## src/rtl/settle_timer.sv

```systemverilog
// Hold-window timer: ticks once every SETTLE_CYCLES+1 enabled cycles, restarted by load.
module settle_timer #(
  parameter int unsigned SETTLE_CYCLES = 2
) (
  input  logic clk,
  input  logic rst_n,
  input  logic load,
  input  logic en,
  output logic tick
);

  localparam int unsigned CNT_W = (SETTLE_CYCLES > 0) ? $clog2(SETTLE_CYCLES + 1) : 1;
  localparam logic [CNT_W-1:0] LAST_CNT = CNT_W'(SETTLE_CYCLES);
  // With no settle time every enabled cycle is a sample cycle
  localparam logic TICK_AT_START = (SETTLE_CYCLES == 0);

  logic [CNT_W-1:0] cnt;
  logic [CNT_W-1:0] cnt_d;
  logic             tick_d;

  // Next count; tick is registered so it is high during the last cycle of each window
  always_comb begin
    cnt_d  = cnt;
    tick_d = tick;
    if (load) begin
      cnt_d  = '0;
      tick_d = TICK_AT_START;
    end else if (en) begin
      if (tick) begin
        cnt_d  = '0;
        tick_d = TICK_AT_START;
      end else begin
        cnt_d  = cnt + CNT_W'(1);
        tick_d = (cnt_d == LAST_CNT);
      end
    end
  end

  // Counter and tick registers
  always_ff @(posedge clk or negedge rst_n) begin
    if (!rst_n) begin
      cnt  <= '0;
      tick <= 1'b0;
    end else begin
      cnt  <= cnt_d;
      tick <= tick_d;
    end
  end

endmodule

```

## config.mk

```make
export PLATFORM = sky130hd
export DESIGN_NAME = settle_timer
export DESIGN_NICKNAME = d
export VERILOG_FILES = /design/src/rtl/settle_timer.sv
export SDC_FILE = /design/constraint.sdc
export NUM_CORES = 1
export LEC_CHECK = 0
export CAP_MARGIN = 20
export CORE_AREA = 2 2 39 41
export CTS_CLUSTER_DIAMETER = 120
export DETAILED_ROUTE_END_ITERATION = 6
export DIE_AREA = 0 0 41 43
export GPL_ROUTABILITY_DRIVEN = 0
export GPL_TIMING_DRIVEN = 0
export PLACE_DENSITY = 0.4
export SKIP_LAST_GASP = 1
export SLEW_MARGIN = 40
export SYNTH_ARGS = -nofsm -noshare
export SYNTH_HDL_FRONTEND = slang
export SYNTH_SLANG_ARGS = --single-unit
```

## constraint.sdc

```tcl
create_clock -name clk -period 2.7 [get_ports clk]
set_input_delay 0.54 -clock clk [delete_from_list [all_inputs] [get_ports clk]]
set_output_delay 0.54 -clock clk [all_outputs]
set_load 0.02 [all_outputs]
```

Word-level counts from Yosys, hierarchy flattened:

Cells that the tools add are included.

* $add $sub $neg: 1
* eq/ne operators: 1
* muxes and demuxes: 6
* reduce and logical (&&, ||, !) cells: 1

Operators by type and width (number)
* two-way mux 2 bit: 3
* two-way mux 1 bit: 3
* adder 2 x 1 -> 2 bit, second input constant: 1
* == test 2 bit, second input constant: 1
* nonzero test 2 bit: 1

* register bits after elaboration: 3
* input port bits: 4
* output and inout bits: 1
* word-level logic and storage cells: 11

Longest topological paths before layout:

* depth in word-level cells: 5
* depth in mapped cells: 4
* depth with buffers taken out: 4

Worst setup path before layout:

No wires, ideal clock.

* path type: register -> output
* start: reg tick
* end: out tick
* arrival time: 466 ps
* required time: 2160 ps
* slack: 1694 ps
* cell stages (with the launch flop): 1
* buffers on the path: 0
* cells stage by stage: dfrtp_1

RTL lines
* start, declared: line 9 `output logic tick`
* start signal, assigned: line 46 `tick <= tick_d;`

No word-level cell between the ends.

Worst setup path in the final report:

* start: reg tick
* end: out tick

No word-level cell between the ends.

==> results.sh <==
export IMPL_die_area_um2=1763
export IMPL_synth_seq_area_share_pct=49.18
export IMPL_fmax_mhz=553.4
export IMPL_synth_seq_cells=3
export IMPL_synthTopCellsByCount="dfrtp_1 (3), a22o_1 (2), nor2_1 (2)"
export IMPL_powerDensity_nw_per_um2=631.2
export IMPL_cpMaxStageDelayCell="clkdlybuf4s50_1"
export IMPL_r2r_end="cnt[1]"
export IMPL_multiInputGateArea_um2=73.82
export IMPL_tightestPinTransition_ns=0.2118
export IMPL_hold_worst_slack_ns=0.4855
export IMPL_critPathBufInv=1
export IMPL_ant_nets=0
export IMPL_drc=0
export IMPL_overflow=0
export IMPL_cts_resized=0
export IMPL_required_ns=2.16
export IMPL_synthDominantCellAreaShare_pct=49.18
export IMPL_clock_path_buffers=2
export IMPL_synthArstFlopShare_pct=100.0
export IMPL_wl_um=328
export IMPL_start_util_pct=11.03
export IMPL_finClkSkew_ns=0.0001390
export IMPL_r2r_start="cnt[0]"
export IMPL_initialDrtViolationCount=9
export IMPL_first_global_vias=120
export IMPL_cts_sinks=3
export IMPL_cts_made_buffers=3
export IMPL_cpLargestDelayFamily="buffers and inverters"
export IMPL_grt_pass1_wl_um=489
export IMPL_min_period_over_period_pct=66.92
export IMPL_syn_inst=13
export IMPL_layout_min_cycle_time_ns=1.807
export IMPL_cp_max_fo=5
export IMPL_setup_tns_ns=0
export IMPL_post_drt_wl_per_cell_um=8.865
export IMPL_arrival_ns=1.27
export IMPL_grt_max_degree=6
export IMPL_clk_pin_slew_ns=0.04
export IMPL_post_cts_buffers=0
export IMPL_via_per_inst=3.568
export IMPL_hp_class="in -> async"
export IMPL_gr_max_usage_layer="met4"
export IMPL_syn_nets=18
export IMPL_syn_mean_instance_area_um2=11.74
export IMPL_grt_use_met3_pct=6.806
export IMPL_drive_above_1_share_pct=28.57
export IMPL_firstDrtPassIters=3
export IMPL_synth_edff_count=0
export IMPL_die_h_um=43
export IMPL_ys_warn_count=0
export IMPL_portBuffers=4
export IMPL_drv_slew=0
export IMPL_synth_area_um2=152.6
export IMPL_cts_tree="yes"
export IMPL_nNetsFinal=27
export IMPL_antenna_found_initial=0
export IMPL_regArea_um2=75.07
export IMPL_clk_latency_ns=0.23
export IMPL_hold_viol=0
export IMPL_fill_cells=156
export IMPL_boundaryPins=5
export IMPL_syn2layout_area_growth_pct=56.56
export IMPL_gr_usage_met1_pct=5.484
export IMPL_synth_cell_type_count=9
export IMPL_worstSetupEndpointType="output pin"
export IMPL_reg2reg_slack_ns=1.69
export IMPL_path_cells="clkdlybuf4s50_1"
export IMPL_grt_usage_pct=5.528
export IMPL_synth_top_flop_cell="dfrtp_1"
export IMPL_synth_top_cell_by_area="dfrtp_1"
export IMPL_rr_worst_depth=3
export IMPL_critical_path_class="reg -> out"
export IMPL_rows=14
export IMPL_drv_cap=0
export IMPL_setup_viol=0
export IMPL_max_vdd_ir_drop_v=0.0001014
export IMPL_status="finished, final reports clean"
export IMPL_yosys_top_cells_area="dfrtp_1 (49%), a22o_1 (11%), nor2b_4 (9.0%)"
export IMPL_hold_buffers=0
export IMPL_startpoint_type="flop"
export IMPL_p_leak_nw=0.1063
export IMPL_htreeDepth=1
export IMPL_globalRouteMet2Util_pct=4.063
export IMPL_synth_most_common_cell="dfrtp_1"
export IMPL_grt_setup_unrepaired="false"
export IMPL_slew_headroom_pct=85.84
export IMPL_die_width_um=41
export IMPL_vias=132
export IMPL_coreArea_um2=1384
export IMPL_cpPeakStageDelay_ns=0.63
export IMPL_cts_root_buffer="clkbuf_4"
export IMPL_antenna_cells=0
-- layout make-up --
cell class	count	share of cell area (%)
well taps	16	8.377
multi-input cells	9	30.89
flip-flops and latches	3	31.41
inverters	1	1.571
repair buffers	4	16.75
clock buffers	4	10.99
-- metrics by stage --
stage	instances	power [mW]	utilization [%]	worst slack, ns	cell area (um2)
after floorplan	13	0.06230	-	1.694	152.6
after global placement	33	0.07132	15.37	1.152	212.7
after detailed placement	33	0.07232	15.37	1.140	212.7
after CTS	37	0.1559	17.27	0.8844	239.0
after global routing	37	0.1611	17.27	0.8316	239.0
final	37	0.1508	17.27	0.8931	239.0
-- flip-flops by register name, summed over array words and instances, names as in the netlist --
name	cells
cnt	2
tick	1
-- routing by layer --
layer	vias to the layer above	routed length, um
li1	60	-
met1	61	155
met2	7	101
met3	4	45
met4	0	25
met5	-	0
-- worst max path at each step --
stage	from	cells after the start	end
floorplan	tick	0	tick
global placement	tick	1	tick
detailed placement	tick	1	tick
CTS	tick	1	tick
global route	tick	1	tick
finish	tick	1	tick
-- cells by family after synthesis --
logic type	Yosys count	synth area share, %
compound gates	3	18.04
buf+inv	1	2.457
flops	3	49.18
fa+ha+maj	1	8.195
simple gates	5	22.14
-- cell usage in the layout, fill, tap and decap left out --
master and count:
clkdlybuf4s50_1 4, clkbuf_4 3, dfrtp_1 3, nor2_1 2, a22o_1 2, inv_1 1
nor2b_4 1, nor2_2 1, a22o_2 1, nor2b_1 1, ha_1 1, clkbuf_1 1
-- power breakdown --
group          switching [mW]  internal (mW)
combinational         0.00842         0.0119
clock                  0.0235         0.0554
sequential            0.00304         0.0485
total                  0.0350          0.116
Note: power is estimated with default switching activity, not from simulation.
==> edit 1 (config.mk and constraints unchanged) <==
Set the parameter `SETTLE_CYCLES` to 8 (it was 2).
--- a/src/rtl/settle_timer.sv
+++ b/src/rtl/settle_timer.sv
@@ -2,3 +2,3 @@
 module settle_timer #(
-  parameter int unsigned SETTLE_CYCLES = 2
+  parameter int unsigned SETTLE_CYCLES = 8
 ) (
Check against the original RTL: not equivalent (Yosys sat finds a counterexample within 4 cycles, from zero or initial values and one cycle with rst_n low).
==> edit 1 against the original RTL <==
  * Fmax shrank 0.15%
  * Total power is 22% higher
  * Worst setup slack lost 2.7 ps
  * Critical path depth unchanged
  * Highest routed layer is now met3
  * Sequential share of layout area rose by 2.3 points
  * Wire length is 73% higher
  * Sequential cell count is 2 higher
  * Cell count is 41% higher
  * Synthesized area grew 87%
  * Final area rose by 55%
  * Clock power is 8.4% higher
  * Non-clock buffer count is the same
  * Critical path type unchanged
  * Combinational power down 14%
  * Largest cell class is now multi-input gates
==> edit 1: results (changes against the original RTL) <==
Synthesis
  – Leading cell types by count after synthesis: 5 x sky130_fd_sc_hd__dfrtp_1, 4 x sky130_fd_sc_hd__nor2_1, 2 x sky130_fd_sc_hd__ha_1, 2 x sky130_fd_sc_hd__nand3_1
  – Synthesized area divided by synthesized cell count: 10.2 sq um (-13%)
  – Synth unique cells: 19 (+10)
  – Number of nets in the synthesized netlist: 34 (+16)
  – Synth Warn #: 0 (unchanged)
  – Sequential element share of the synthesized area: 43.9% (-5.3 points)
  – Top post-synthesis cells by area: sky130_fd_sc_hd__dfrtp_1 44%, sky130_fd_sc_hd__ha_1 8.8%, sky130_fd_sc_hd__nor2_1 5.3%, sky130_fd_sc_hd__mux2i_1 3.5%, sky130_fd_sc_hd__nand3_1 3.5%

Finish
  – Final nets: 43 (+59%)
  – Layout cell share with drive strength beyond 1: 11.1% (-17 points)
  – Largest registers ranked by flip-flop count: cnt x4, tick x1

Route
  – Mean routed wirelength per cell: 10.9 microns (+23%)
  – Drt total wl: 568 microns (+73%)
  – Iteration-0 DRC Markers: 3 (-6)

Worst setup path
  – Maximum single-stage delay on the critical path: 630 ps (about the same)
  – Setup slack on the worst flop-to-flop path: 1410 ps (-280 ps)

Status
  – Result of the run: finished clean

Clock network
  – Clock slew at the register clock pins of the worst setup and hold paths: 50 ps
  – Total clock buffers created by CTS: 3 (unchanged)
  – Number of buffers inserted by post-CTS setup repair: 0 (unchanged)

Power and ir drop
  – Maximum ir drop on the vdd rail: 0.339 mV (+230%)
  – Post-layout total power: 0.000184 W (+22%)
  – Combinational gate power: 0.0000175 W (-14%)
  – Sw Ratio: 22.3% (-0.86 points)
  – Total clock network power: 0.0000855 W (+8.4%)
  – Static power due to leakage: 0.158 nW (+48%)

Placed design
  – Worst slack at placement: 725 ps (-415 ps)
  – Count of port buffers added during placement: 4 (unchanged)
  – Number of cells in the design after placement: 48 (+45%)
  – Placed standard-cell area: 345 sq um (+62%)

Timing
  – Share of the cycle needed by the critical path after routing: 67.0% (+0.099 points)
  – Largest clock skew in the final design: 6.43 ps (+6.29 ps)
  – Worst slew margin: 84.2% (-1.6 points)
  – Worst hold margin: 523 ps (+37.3 ps)

GRT
  – Number of global-route vias before repair: 232 (+93%)
  – Global-route wire length before repair: 1030 microns (+110%)
  – Largest net degree at the start of global routing: 7 (+1)
  – Tot GR Track Use: 8.79% (+3.3 points)
[edit 1: changes by cell type after synthesis, moves of 2 or more]
cell,before,now
sky130_fd_sc_hd__nor2_1,2,4
sky130_fd_sc_hd__dfrtp_1,3,5
sky130_fd_sc_hd__a22o_1,2,0
sky130_fd_sc_hd__nand3_1,0,2
[edit 1: cell families after synthesis]
kind of cell | after synthesis | share of synthesized area (%)
AND/OR/NAND/NOR | 12 | 25.0
AO/OA/AOI/OAI | 5 | 11.4
flip-flops | 5 | 43.9
XOR/XNOR | 2 | 6.14
adder cells (fa/ha/maj) | 2 | 8.77
buffers and inverters | 1 | 1.31
multiplexers | 1 | 3.51
[edit 1: layer usage]
| layer | wire (microns) | track usage, % | part of all wire [%] | vias up |
|---|---|---|---|---|
| met3 | 25 | 6.28 | 4.4 | 0 |
| li1 | - | - | - | 120 |
| met1 | 273 | 12.1 | 48 | 114 |
| met2 | 269 | 11.9 | 47 | 4 |
| met4 | 0 | 0 | 0 | 0 |
| met5 | 0 | 0 | 0 | - |
[edit 1: worst paths after layout]
check                      cells after the start               start                 end
max                                            1    tick$_DFFE_PN0P_                tick
min                                            1               rst_n  cnt[3]$_DFFE_PN0P_
max reg2reg                                    3    tick$_DFFE_PN0P_  cnt[3]$_DFFE_PN0P_
min reg2reg                                    2  cnt[3]$_DFFE_PN0P_  cnt[3]$_DFFE_PN0P_
max in group asynchronous                      1               rst_n  cnt[1]$_DFFE_PN0P_
min in group clk                               2  cnt[3]$_DFFE_PN0P_  cnt[3]$_DFFE_PN0P_
[edit 1: cell type report]
| type | count | area [sq um] |
|---|---|---|
| clock buffer | 4 | 26.3 |
| multi-input combinational | 22 | 156 |
| timing repair buffer | 4 | 40.0 |
| inverter | 1 | 3.75 |
| tap | 16 | 20.0 |
| sequential | 5 | 125 |
| fill | 142 | 1010 |
==> edit 2 (config.mk and constraints unchanged) <==
Without the edit above. Register the inputs `load` and `en` before use, with the module's reset. The logic sees them one clock later. Comments in the files are not updated.
--- a/src/rtl/settle_timer.sv
+++ b/src/rtl/settle_timer.sv
@@ -16,2 +16,15 @@
 
+  logic load_q;
+  logic en_q;
+
+  always_ff @(posedge clk or negedge rst_n) begin
+    if (!rst_n) begin
+      load_q <= '0;
+      en_q   <= '0;
+    end else begin
+      load_q <= load;
+      en_q   <= en;
+    end
+  end
+
   logic [CNT_W-1:0] cnt;
@@ -24,6 +37,6 @@
     tick_d = tick;
-    if (load) begin
+    if (load_q) begin
       cnt_d  = '0;
       tick_d = TICK_AT_START;
-    end else if (en) begin
+    end else if (en_q) begin
       if (tick) begin
Check against the original RTL: not equivalent (Yosys sat finds a counterexample within 4 cycles, from zero or initial values and one cycle with rst_n low).
==> edit 2 against the original RTL <==
  * Global-route usage shrank 0.68 points
  * Synthesized area grew 33%
  * Wire length shrank 6.7%
  * Total power grew 23%
  * Non-clock buffer count is the same
  * Clock skew is essentially flat
  * Sequential cell count grew 2
  * Sequential power grew 63%
  * Synthesized cell count grew 15%
  * Final area grew 21%
  * Worst setup slack gained 9.1 ps
==> edit 2: results (changes against the original RTL) <==
GRT
  – Initial antenna violation count: 0 (unchanged)
  – Met3 capacity usage during global routing: 2.09% (-4.7 points)
  – Tot GR Track Use: 4.85% (-0.68 points)
  – Met2 Track Usage GR: 6.25% (+2.2 points)
  – Global-route met1 utilization: 3.93% (-1.5 points)
  – Global-route wire length before repair: 503 microns (+2.9%)

Synthesis
  – Synthesized area divided by synthesized cell count: 13.5 sq um (+15%)
  – Leading cell types by count after synthesis: 5 x sky130_fd_sc_hd__dfrtp_1, 2 x sky130_fd_sc_hd__a22o_1, 2 x sky130_fd_sc_hd__nor2_1
  – Top post-synthesis cells by area: sky130_fd_sc_hd__dfrtp_1 62%, sky130_fd_sc_hd__a22o_1 8.6%, sky130_fd_sc_hd__nor2b_4 6.8%, sky130_fd_sc_hd__ha_1 6.2%, sky130_fd_sc_hd__a22o_2 4.9%
  – Post-synthesis compound-gate area fraction: 13.6% (-4.5 points)
  – Number of nets in the synthesized netlist: 20 (+2)
  – Mux cell area share after synthesis: 0% (unchanged)
  – Synth Warn #: 0 (unchanged)
  – Sequential element share of the synthesized area: 61.7% (+13 points)
  – Adder-cell area share of the yosys netlist: 6.17% (-2.0 points)

Finish
  – Layout cell share with drive strength beyond 1: 26.1% (-2.5 points)
  – Antenna diodes: 0 (unchanged)
  – Final Instance Count excl. Fillers: 39 (+5.4%)
  – Final nets: 29 (+7.4%)
  – Fill cells: 146 (-6.4%)
  – Storage cell area: 125 sq um (+67%)

Route
  – Iteration-0 DRC Markers: 2 (-7)
  – Post-route met1 wirelength: 107 microns (-31%)
  – Mean routed wirelength per cell: 7.85 microns (-11%)
  – Routed wire length on met3: 26 microns (-42%)
  – Met2 wire length: 171 microns (+69%)
  – Max Used Layer: met3
  – DR vias: 140 (+6.1%)

Worst setup path
  – FF-to-FF Start: cnt[0]$_DFFE_PN0P_
  – Setup slack on the worst flop-to-flop path: 1630 ps (-60 ps)
  – Kind of cell adding the most delay to the critical path: buffers and inverters
  – Number of cells on the worst reg-to-reg path: 3 (unchanged)
  – Worst setup path startpoint: tick$_DFFE_PN0P_
  – Worst R2R End: tick$_DFFE_PN0P_

Timing
  – Largest clock skew in the final design: 0.518 ps (+0.379 ps)
  – Tmin final: 1800 ps (-9.06 ps)
  – Pin slew with the least headroom to its limit: 218 ps (+5.89 ps)
  – Worst hold margin: 521 ps (+35.6 ps)

Clock network
  – Clock latency on the worst-skew pair: 230 ps (about the same)
  – Number of gates resized after CTS: 0 (unchanged)
  – Root buffer cell: sky130_fd_sc_hd__clkbuf_4

Status
  – Result of the run: finished clean

Placed design
  – Number of cells in the design after placement: 35 (+6.1%)
  – Count of port buffers added during placement: 4 (unchanged)
  – Worst slack at placement: 1140 ps (+0.450 ps)
  – Placed standard-cell area: 263 sq um (+24%)

Power and ir drop
  – Maximum ir drop on the vdd rail: 0.200 mV (+97%)
  – Static power due to leakage: 0.130 nW (+22%)
  – Sw Ratio: 20.8% (-2.4 points)
[edit 2: cell types whose count changed in the layout (fill, tap and decap cells not counted)]
cell                      delta
sky130_fd_sc_hd__dfrtp_1     +2
[edit 2: power by group through the flow]
stage                     Combinational (W)  Clock (W)  Sequential (W)
after global placement            0.0000192          0       0.0000848
after global routing              0.0000220  0.0000973       0.0000843
after CTS                         0.0000203  0.0000871       0.0000841
final                             0.0000196  0.0000824       0.0000841
after detailed placement          0.0000202          0       0.0000852
after floorplan                  0.00000995          0       0.0000855
[edit 2: worst register-to-register path: stages, from the launching register on]
cell,delay [ps]
sky130_fd_sc_hd__dfrtp_1,390
sky130_fd_sc_hd__ha_1,190
sky130_fd_sc_hd__nor2b_1,120
sky130_fd_sc_hd__a22o_2,250
[edit 2: final cells by class]
class / count / share of cell area, %
Clock buffer: 4 / 9.09
Inverter: 1 / 1.30
Multi-Input combinational cell: 9 / 25.5
Sequential cell: 5 / 43.3
Tap cell: 16 / 6.93
Timing Repair Buffer: 4 / 13.9
